### src/rtl/det_4x4_sched.sv
// Round-robin share of one det_4x4 unit between two requesters; result DET_LATENCY+1 edges after accept.
// Backpressure: no new accept while a job is in WAIT or a result waits in RESP for res_ready.
module det_4x4_sched #(
   parameter int DET_LATENCY = 1,
   parameter int CNT_W       = 4
) (
   input  logic         clk,
   input  logic         rst,
   input  logic         req0_valid,
   input  logic [127:0] req0_A,
   output logic         req0_ready,
   input  logic         req1_valid,
   input  logic [127:0] req1_A,
   output logic         req1_ready,
   output logic [127:0] det_A,
   input  logic [7:0]   det_in,
   input  logic         ovf_in,
   output logic         res_valid,
   input  logic         res_ready,
   output logic [7:0]   res_det,
   output logic         res_ovf,
   output logic         res_id,
   output logic         busy,
   output logic [7:0]   ovf_count
);

   typedef enum logic [1:0] {IDLE, WAIT, RESP} state_t;

   state_t             state;
   logic [CNT_W-1:0]   cnt;
   logic               last_grant;
   logic               grant;
   logic               accept;

   // Contention alternates away from the previous winner.
   always_comb begin
      grant = 1'b0;
      if (req0_valid && req1_valid)
         grant = ~last_grant;
      else if (req1_valid)
         grant = 1'b1;
   end

   // Gated by rst so no requester sees an accept while reset is held.
   assign req0_ready = ~rst && (state == IDLE) && !grant && req0_valid;
   assign req1_ready = ~rst && (state == IDLE) &&  grant && req1_valid;
   assign accept     = req0_ready || req1_ready;
   assign busy       = (state != IDLE);

   always_ff @(posedge clk or posedge rst) begin
      if (rst) begin
         state      <= IDLE;
         det_A      <= '0;
         res_det    <= '0;
         res_ovf    <= 1'b0;
         res_id     <= 1'b0;
         res_valid  <= 1'b0;
         cnt        <= '0;
         last_grant <= 1'b1;
         ovf_count  <= '0;
      end else begin
         case (state)
            IDLE: begin
               if (accept) begin
                  det_A      <= grant ? req1_A : req0_A;
                  res_id     <= grant;
                  last_grant <= grant;
                  cnt        <= CNT_W'(DET_LATENCY);
                  state      <= WAIT;
               end
            end
            WAIT: begin
               if (cnt != '0) begin
                  cnt <= cnt - CNT_W'(1);
               end else begin
                  res_det   <= det_in;
                  res_ovf   <= ovf_in;
                  res_valid <= 1'b1;
                  state     <= RESP;
               end
            end
            RESP: begin
               if (res_ready) begin
                  res_valid <= 1'b0;
                  state     <= IDLE;
                  if (res_ovf && (ovf_count != 8'hFF))
                     ovf_count <= ovf_count + 8'd1;
               end
            end
            default: state <= IDLE;
         endcase
      end
   end

endmodule

### config.mk
export PLATFORM = sky130hd
export DESIGN_NAME = det_4x4_sched
export DESIGN_NICKNAME = d
export VERILOG_FILES = /design/src/rtl/det_4x4_sched.sv
export SDC_FILE = /design/constraint.sdc
export NUM_CORES = 1
export LEC_CHECK = 0
export ABC_AREA = 1
export CORE_AREA = 2 2 161 163
export DETAILED_ROUTE_END_ITERATION = 7
export DIE_AREA = 0 0 163 165
export PLACE_DENSITY_LB_ADDON = 0.25
export REMOVE_ABC_BUFFERS = 1
export SYNTH_ARGS = -nofsm -noshare
export SYNTH_HDL_FRONTEND = slang
export SYNTH_SLANG_ARGS = --single-unit
export TNS_END_PERCENT = 20
### constraint.sdc
create_clock -name clk -period 7.24 [get_ports clk]
set_input_delay 1.086 -clock clk [delete_from_list [all_inputs] [get_ports clk]]
set_output_delay 1.086 -clock clk [all_outputs]
set_load 0.05 [all_outputs]
* Word-level counts from Yosys, hierarchy flattened
Cells that the tools add are included.
Storage, ports and cells: flip-flop bits (word level) 154, latch bits 0, memory bits (writable) 0, bits in read-only memories 0, input bits 270, output and inout bits 150, logic and storage cells 54, memories kept 0
Operators by class: add/sub/neg operators 2, multiply operators 0, divide/modulo/power cells 0, magnitude comparators 0, eq/ne operators 7, shift operators 0, multiplexer cells 13, bitwise operators 3, reductions and logical operators 20
Operators with widths (count):
- 128-bit 2-to-1 mux | 1
- 3-bit AND reduction | 4
- 8-bit by 1-bit adder with 8-bit output, second input constant | 1
- 4-bit 2-to-1 mux | 2
- 2-bit != test, second input constant | 4
- 8-bit != test, second input constant | 1
- 4-bit case mux with 2 select lines | 1
- 1-bit logical AND | 7
- 2-bit 2-to-1 mux | 3
- 2-bit case mux with 3 select lines | 1
- 2-bit nonzero test | 3
- 1-bit 2-to-1 mux | 4
- 2-bit AND reduction | 2
- 4-bit nonzero test | 1
- 4-bit by 1-bit subtractor with 4-bit output, second input constant | 1
- 1-bit NOT | 3
- 2-bit by 1-bit == test with 1-bit output, second input constant | 1
- 2-bit == test, second input constant | 1
- 2-bit logical NOT | 1
- 1-bit case mux with 2 select lines | 1
- 1-bit logical NOT | 1
- 1-bit logical OR | 1

* Longest topological paths before layout
Gate-level depths: netlist (run 1).
word-level depth 8, gate-level depth with buffers 9, depth with buffers taken out 8

* Least setup slack after synthesis (run 1)
Ideal clock, no wire load.
path type input to output, start input rst, end output req0_ready, data arrival time 5.852 ns, data required time 6.154 ns, setup slack 0.302 ns, cell stages on the path 3, cell sequence inv_1 -> nand3_1 -> nor2_1
Between the ends: cells in the longest elaborated chain, start to end 4
Ends and longest elaborated chain:
- from (decl) | RTL line 8 | input logic rst,
- 1-bit NOT | RTL line 45 | assign req0_ready = ~rst && (state == IDLE) && !grant && req0_valid;
- 1-bit logical AND (3 in series) | RTL line 45
- to (decl) | RTL line 11 | output logic req0_ready,
Every way passes these cells.

* Worst setup path in the final report (run 1)
start input req0_valid, end output req1_ready
Between the ends: cells in the longest elaborated chain, start to end 4
Ends and longest elaborated chain:
- from (decl) | RTL line 9 | input logic req0_valid,
- 1-bit logical AND | RTL line 38 | if (req0_valid && req1_valid)
- 1-bit 2-to-1 mux | RTL line 38
- 1-bit logical AND (2 in series) | RTL line 46 | assign req1_ready = ~rst && (state == IDLE) && grant && req1_valid;
- to (decl) | RTL line 14 | output logic req1_ready,
Every way passes these cells.

==> impl_metrics.yaml, run 1 <==
power:
  clkPwrFrac: 0.161
  pwr-share-seq: 0.262
  p_leak_uw: 0.00643
  p_int_uw: 2850
  p_switching_uw: 2840
  ir_worst_vdd_mv: 0.287
  p_sw_frac: 0.498
  power_density_nw_per_um2: 451
  p_comb_frac: 0.577
timing:
  max_freq_mhz: 191
  period_minus_slack_ns: 5.22
  hold_viol: 0
  relSlewSlack: 0.368
  setup_viol: 0
  clock_skew_ns: 0.00888
  rsz0062_at_grt: "no"
  fin_crit_sh: 0.722
  worstMarginPinSlew_ns: 0.947
  setup_tns_ns: 0
  slew_viol_final: 0
  holdWs_ns: 0.462
synthesis:
  yosys_warnings: 0
  synth.most_common_cell: "nand2_1"
  synthFlopType: "dfrtp_1"
  syn_area_um2: 7670
  synth-edff-count: 0
  yosys-top-cells-area: "dfrtp_1 (50%), nand2_1 (41%), buf_2 (2.5%)"
  yosys-top-cells-count: "nand2_1 (830), dfrtp_1 (153), buf_2 (39)"
  post-synth-top-area-fraction: 0.499
  synth_cell_types: 23
  async_reset_ff_frac: 1.00
  ys_ff_latch: 154
  netlist_instances: 1117
  seq_area_frac_synth: 0.503
  avgSynthCellArea_um2: 6.87
  synth_top_area_cell: "dfrtp_1"
final_layout:
  fin_area_um2: 12600
  antenna_cells: 0
  fillers: 2481
  drive_above_1_share: 0.0297
  fin_cells: 1845
  multi_input_area_um2: 3430
  syn_to_final_growth_pct: 64.6
  seq_area_um2: 3850
  finalNetCount: 1775
placement:
  numPlacedInstances: 1814
  place_area_um2: 12000
  gp_congestion: 0.785
  place_hpwl_um: 18500
  io_buffers: 419
grt:
  use_met1: 0.222
  grt_antenna_before_repair: 0
  use_met3: 0.0588
  grt_pass1_vias: 7535
  met2_usage: 0.330
  grt_pass1_wl_um: 39600
  busiest_layer: "met2"
  grt_overflow_total: 0
  grt_max_degree: 85
  grtUsageTotal: 0.188
clock_network:
  path_clk_slew_ns: 0.06
  cts_tree: "done"
  cts_buffers: 17
  clk-insertion-delay-late_ns: 0.41
  post-cts-setup-buffer-count: 0
  cts_root_buf: "clkbuf_16"
  h-tree-depth: 4
  cts_num_sinks: 154
  cts_resized: 0
  clk_path_buf_depth: 2
  hold_buffers: 0
die:
  die_area_um2: 26900
  core_um2: 25000
  io_pins: 420
  die_h_um: 165
  initial_core_util: 0.306
  die_w_um: 163
  rows: 58
setup_path:
  reg2reg_slack_ns: 3.61
  worstSetupStartpoint: "req0_valid"
  worstSetupPathType: "primary input to output port"
  r2r_start: "last_grant"
  crit_arrival_ns: 4.14
  worstPathRequired_ns: 6.15
  reg2reg_to: "det_A[23]"
  crit_path_end_kind: "output port"
  r2r_cells: 8
  critPathLaunchType: "primary input"
  cp_max_fo: 70
routing:
  ant_nets: 0
  drtIter0Drc: 380
  vias: 7918
  via_per_inst: 4.29
  drt_pass1_iterations: 4
  drc: 0
  wirelength_um: 25700
  wl_per_cell_um: 13.9
hold_path:
  hold_end: "last_grant"
  worstHoldStart: "last_grant"
  min_path_type: "flop to flop"
  holdPathStages: 2
run_status:
  outcome: "complete, no violations"
run:
  cap_violations: 0
-- worst max-delay path: stages --
cell and delay (ns):
clkdlybuf4s50_1 0.50, nand2_1 0.16, nand2_4 0.38, inv_4 0.74, nand2_2 0.25, inv_1 0.11, clkdlybuf4s50_1 0.80
-- metal layers --
| layer | part of all wire | wire (um) |
|---|---|---|
| met5 | 0 | 0 |
| met2 | 0.50 | 12800 |
| met1 | 0.41 | 10500 |
| met3 | 0.075 | 1910 |
| met4 | 0.019 | 479 |
-- final cells by class --
type | count | share of cell area
repair buffers | 425 | 0.336
multi-input cells | 883 | 0.272
flip-flops and latches | 154 | 0.305
well taps | 330 | 0.0327
clock buffers | 19 | 0.0343
clock inverters | 12 | 0.0131
inverters | 22 | 0.00713
-- cells in the final DEF (no fill, tap or decap), drive strengths merged --
| cell type | netlist | final |
|---|---|---|
| nand2 | 831 | 831 |
| clkdlybuf4s50 | 0 | 419 |
| dfrtp | 153 | 153 |
| inv | 22 | 26 |
| clkbuf | 5 | 19 |
| nor2 | 18 | 18 |
| o21ai | 10 | 10 |
| nand3 | 8 | 8 |
| buf | 53 | 6 |
| nand4 | 5 | 5 |
| clkinvlp | 0 | 5 |
| xor2 | 3 | 3 |
| bufinv | 0 | 3 |
| nand3b | 2 | 2 |
| ha | 2 | 2 |
| o31ai | 1 | 1 |
| a21oi | 1 | 1 |
| nor3 | 1 | 1 |
| xnor2 | 1 | 1 |
| dfstp | 1 | 1 |
-- per-stage QoR --
stage,worst slack (ns),util,total power (uW)
finish,2.02,0.504,5690
global route,1.79,0.504,6050
CTS,1.96,0.504,5780
detailed placement,1.98,0.480,4830
global placement,2.06,0.480,4800
floorplan,-0.404,-,3610
-- flip-flops by register name, summed over array words and instances (netlist names) --
register,count
res_id,1
res_valid,1
res_ovf,1
last_grant,1
cnt,4
det_A,128
state,2
res_det,8
ovf_count,8
-- cells by family (layout without fill, tap and decap cells) --
| kind of cell | count (synthesis) | count (layout) | synth area share |
|---|---|---|---|
| AND/OR/NAND/NOR | 865 | 865 | 0.428 |
| flip-flops | 154 | 154 | 0.503 |
| buffers and inverters | 80 | 478 | 0.0529 |
| AO/OA/AOI/OAI | 12 | 12 | 0.00865 |
| XOR/XNOR | 4 | 4 | 0.00457 |
| adder cells (fa/ha/maj) | 2 | 2 | 0.00326 |
-- power groups by stage --
| stage | clock [uW] | sequential (uW) | combinational, uW |
|---|---|---|---|
| 4_1_cts | 945 | 1490 | 3340 |
| 5_1_grt | 981 | 1550 | 3520 |
| 6_report | 914 | 1490 | 3290 |
| 2_1_floorplan | 0 | 2810 | 801 |
| 3_5_place_dp | 0 | 1500 | 3330 |
| 3_3_place_gp | 0 | 1480 | 3320 |
-- worst max path at each step --
stage	end	slack, ns	depth (start not counted)
after floorplan	cnt[3]	-0.40	6
after CTS	req1_ready	1.96	7
final	req1_ready	2.02	7
after global routing	req1_ready	1.79	7
after detailed placement	req1_ready	1.98	7
after global placement	req1_ready	2.06	7
No activity file was read; power rests on OpenSTA's default activity.
==> inputs of run 2 (changes only) <==
--- a/config.mk
+++ b/config.mk
@@ -6,9 +6,9 @@
 export NUM_CORES = 1
 export LEC_CHECK = 0
 export ABC_AREA = 1
-export CORE_AREA = 2 2 161 163
+export CORE_AREA = 2 2 163 165
 export DETAILED_ROUTE_END_ITERATION = 7
-export DIE_AREA = 0 0 163 165
+export DIE_AREA = 0 0 165 167
 export PLACE_DENSITY_LB_ADDON = 0.25
 export REMOVE_ABC_BUFFERS = 1
 export SYNTH_ARGS = -nofsm -noshare
==> constraint.sdc (replaced) <==
create_clock -name clk -period 4.78 [get_ports clk]
set_input_delay 0.717 -clock clk [delete_from_list [all_inputs] [get_ports clk]]
set_output_delay 0.717 -clock clk [all_outputs]
set_load 0.05 [all_outputs]
==> run 2 against run 1 <==
Final cell count up 0.43%. Largest power group unchanged. Total power is 52% higher. Sequential share of layout area decreased by 0.11 points. First-iteration DRC count is 25% lower. Via count increased by 0.90%. Core utilization shrank 1.2 points. Global-route usage fell by 0.54 points. Die area grew 2.5%.
==> impl_metrics.yaml, run 2 (synthesis gave the netlist of run 1 again) <==
run_status:
  outcome: "complete, no violations"
clock_network:
  post-cts-setup-buffer-count: 0
  path_clk_slew_ns: 0.06
  clk_path_buf_depth: 2
  hold_buffers: 0
  cts_tree: "done"
  cts_resized: 0
  h-tree-depth: 4
  cts_buffers: 17
  clk-insertion-delay-late_ns: 0.42
  cts_num_sinks: 154
  cts_root_buf: "clkbuf_16"
run:
  cap_violations: 0
setup_path:
  critical_path.most_common_cell: "clkdlybuf4s50_1"
  crit_path_end_kind: "output port"
  reg2reg_slack_ns: 2.28
  critPathSlowestCell: "clkdlybuf4s50_1"
  worstPathRequired_ns: 4.06
  critPathLaunchType: "primary input"
  reg2reg_to: "det_A[96]"
  cp_num_buf_inv: 3
  worstSetupPathType: "primary input to output port"
  worstPathCellList: "clkdlybuf4s50_1 -> inv_6 -> nand3_1 -> nor2_1 -> clkdlybuf4s50_1"
  r2r_cells: 8
  crit_family: "buffers and inverters"
  max_stage_delay_ns: 0.82
  cp_max_fo: 37
  r2r_start: "last_grant"
  crit_arrival_ns: 2.85
timing:
  hold_viol: 0
  clock_skew_ns: 0.0124
  rsz0062_at_grt: "no"
  period_minus_slack_ns: 3.57
  max_freq_mhz: 280
  setup_tns_ns: 0
  worstMarginPinSlew_ns: 0.907
  relSlewSlack: 0.395
  fin_crit_sh: 0.747
  fin_ws_ns: 1.21
  setup_viol: 0
  slew_viol_final: 0
final_layout:
  mostFrequentLayoutCells: "nand2_1 (828), clkdlybuf4s50_1 (418), dfrtp_1 (153)"
  final_common_cell: "nand2_1"
  finalNetCount: 1777
  fillers: 2608
  max_flop_register: "det_A"
  drive_above_1_share: 0.0316
  syn_to_final_growth_pct: 65.3
  final_core_util: 0.492
  top_regs: "det_A (128), ovf_count (8), res_det (8)"
  largest_reg_flops: 128
grt:
  grt_pass1_wl_um: 39800
  grt_max_degree: 131
  grt_pass1_vias: 7690
  grt_overflow_total: 0
  grtUsageTotal: 0.183
  grt_antenna_before_repair: 1
die:
  die_w_um: 165
  rows: 59
  initial_core_util: 0.298
  die_h_um: 167
  core_um2: 25800
  die_area_um2: 27600
  io_pins: 420
routing:
  via_per_inst: 4.31
  drc: 0
  vias: 7989
  drtIter0Drc: 284
  drt_pass1_iterations: 4
  wl_per_cell_um: 13.7
  ant_nets: 0
  wirelength_um: 25400
hold_path:
  holdPathStages: 2
  worstHoldStart: "last_grant"
  hold_end: "last_grant"
  min_path_type: "flop to flop"
placement:
  place_hpwl_um: 18000
  gp_congestion: 0.759
  place_ws_ns: 1.19
  io_buffers: 419
power:
  power_density_nw_per_um2: 682
  p_leak_uw: 0.00646
  ir_worst_vdd_mv: 0.650
  power_uw: 8640
==> run 2: changes by cell type in the layout (fill, tap and decap cells not counted) <==
cell	change
buf_12	+2
buf_4	+1
clkdlybuf4s50_1	-1
clkinv_4	+1
clkinvlp_4	-1
diode_2	+1
==> run 2: worst register-to-register path, stage by stage, from the launching register on <==
cell and delay [ns]:
dfstp_2 0.53, nand2_1 0.08, nand2_4 0.08, buf_4 0.49
buf_4 0.74, nand2_1 0.18, nand2_1 0.16, nand2_1 0.08
nand2_1 0.10
==> run 2: how the worst max path moves through the flow <==
stage | start | end | slack, ns | depth (start not counted)
2_1_floorplan | req0_valid | cnt[3] | -2.49 | 6
6_report | rst | req0_ready | 1.21 | 5
3_5_place_dp | rst | req0_ready | 1.19 | 5
5_1_grt | rst | req0_ready | 1.03 | 5
3_3_place_gp | rst | req0_ready | 1.21 | 5
4_1_cts | rst | req0_ready | 1.18 | 5
==> run 2: final cells by class <==
| cell class | count | area (um2) | share of cell area |
|---|---|---|---|
| well taps | 335 | 419 | 0.0331 |
| inverters | 22 | 90.1 | 0.00711 |
| repair buffers | 427 | 4280 | 0.337 |
| flip-flops and latches | 154 | 3850 | 0.304 |
| diodes | 1 | 2.50 | 0.000197 |
| clock inverters | 12 | 166 | 0.0131 |
| multi-input cells | 883 | 3430 | 0.271 |
| clock buffers | 19 | 433 | 0.0342 |
==> run 2: metal layers <==
metal	vias to the layer above	GRT usage	part of all wire
li1	4114	-	-
met1	3562	0.207	0.39
met2	280	0.320	0.50
met3	33	0.0598	0.087
met4	0	0.0628	0.024
met5	-	0	0
==> run 2: through the flow <==
stage	instance area (um2)	cells	hold slack [ns]
finish	12700	1853	0.464
global route	12700	1853	0.493
CTS	12700	1852	0.466
detailed placement	12100	1821	0.456
global placement	12100	1821	0.452
floorplan	7350	1059	0.444
==> run 2: power by group <==
part | total, uW | internal (uW) | switching, uW
clock network | 1390 | 829 | 566
registers | 2250 | 1920 | 339
logic | 4990 | 1590 | 3400
total | 8640 | 4340 | 4300
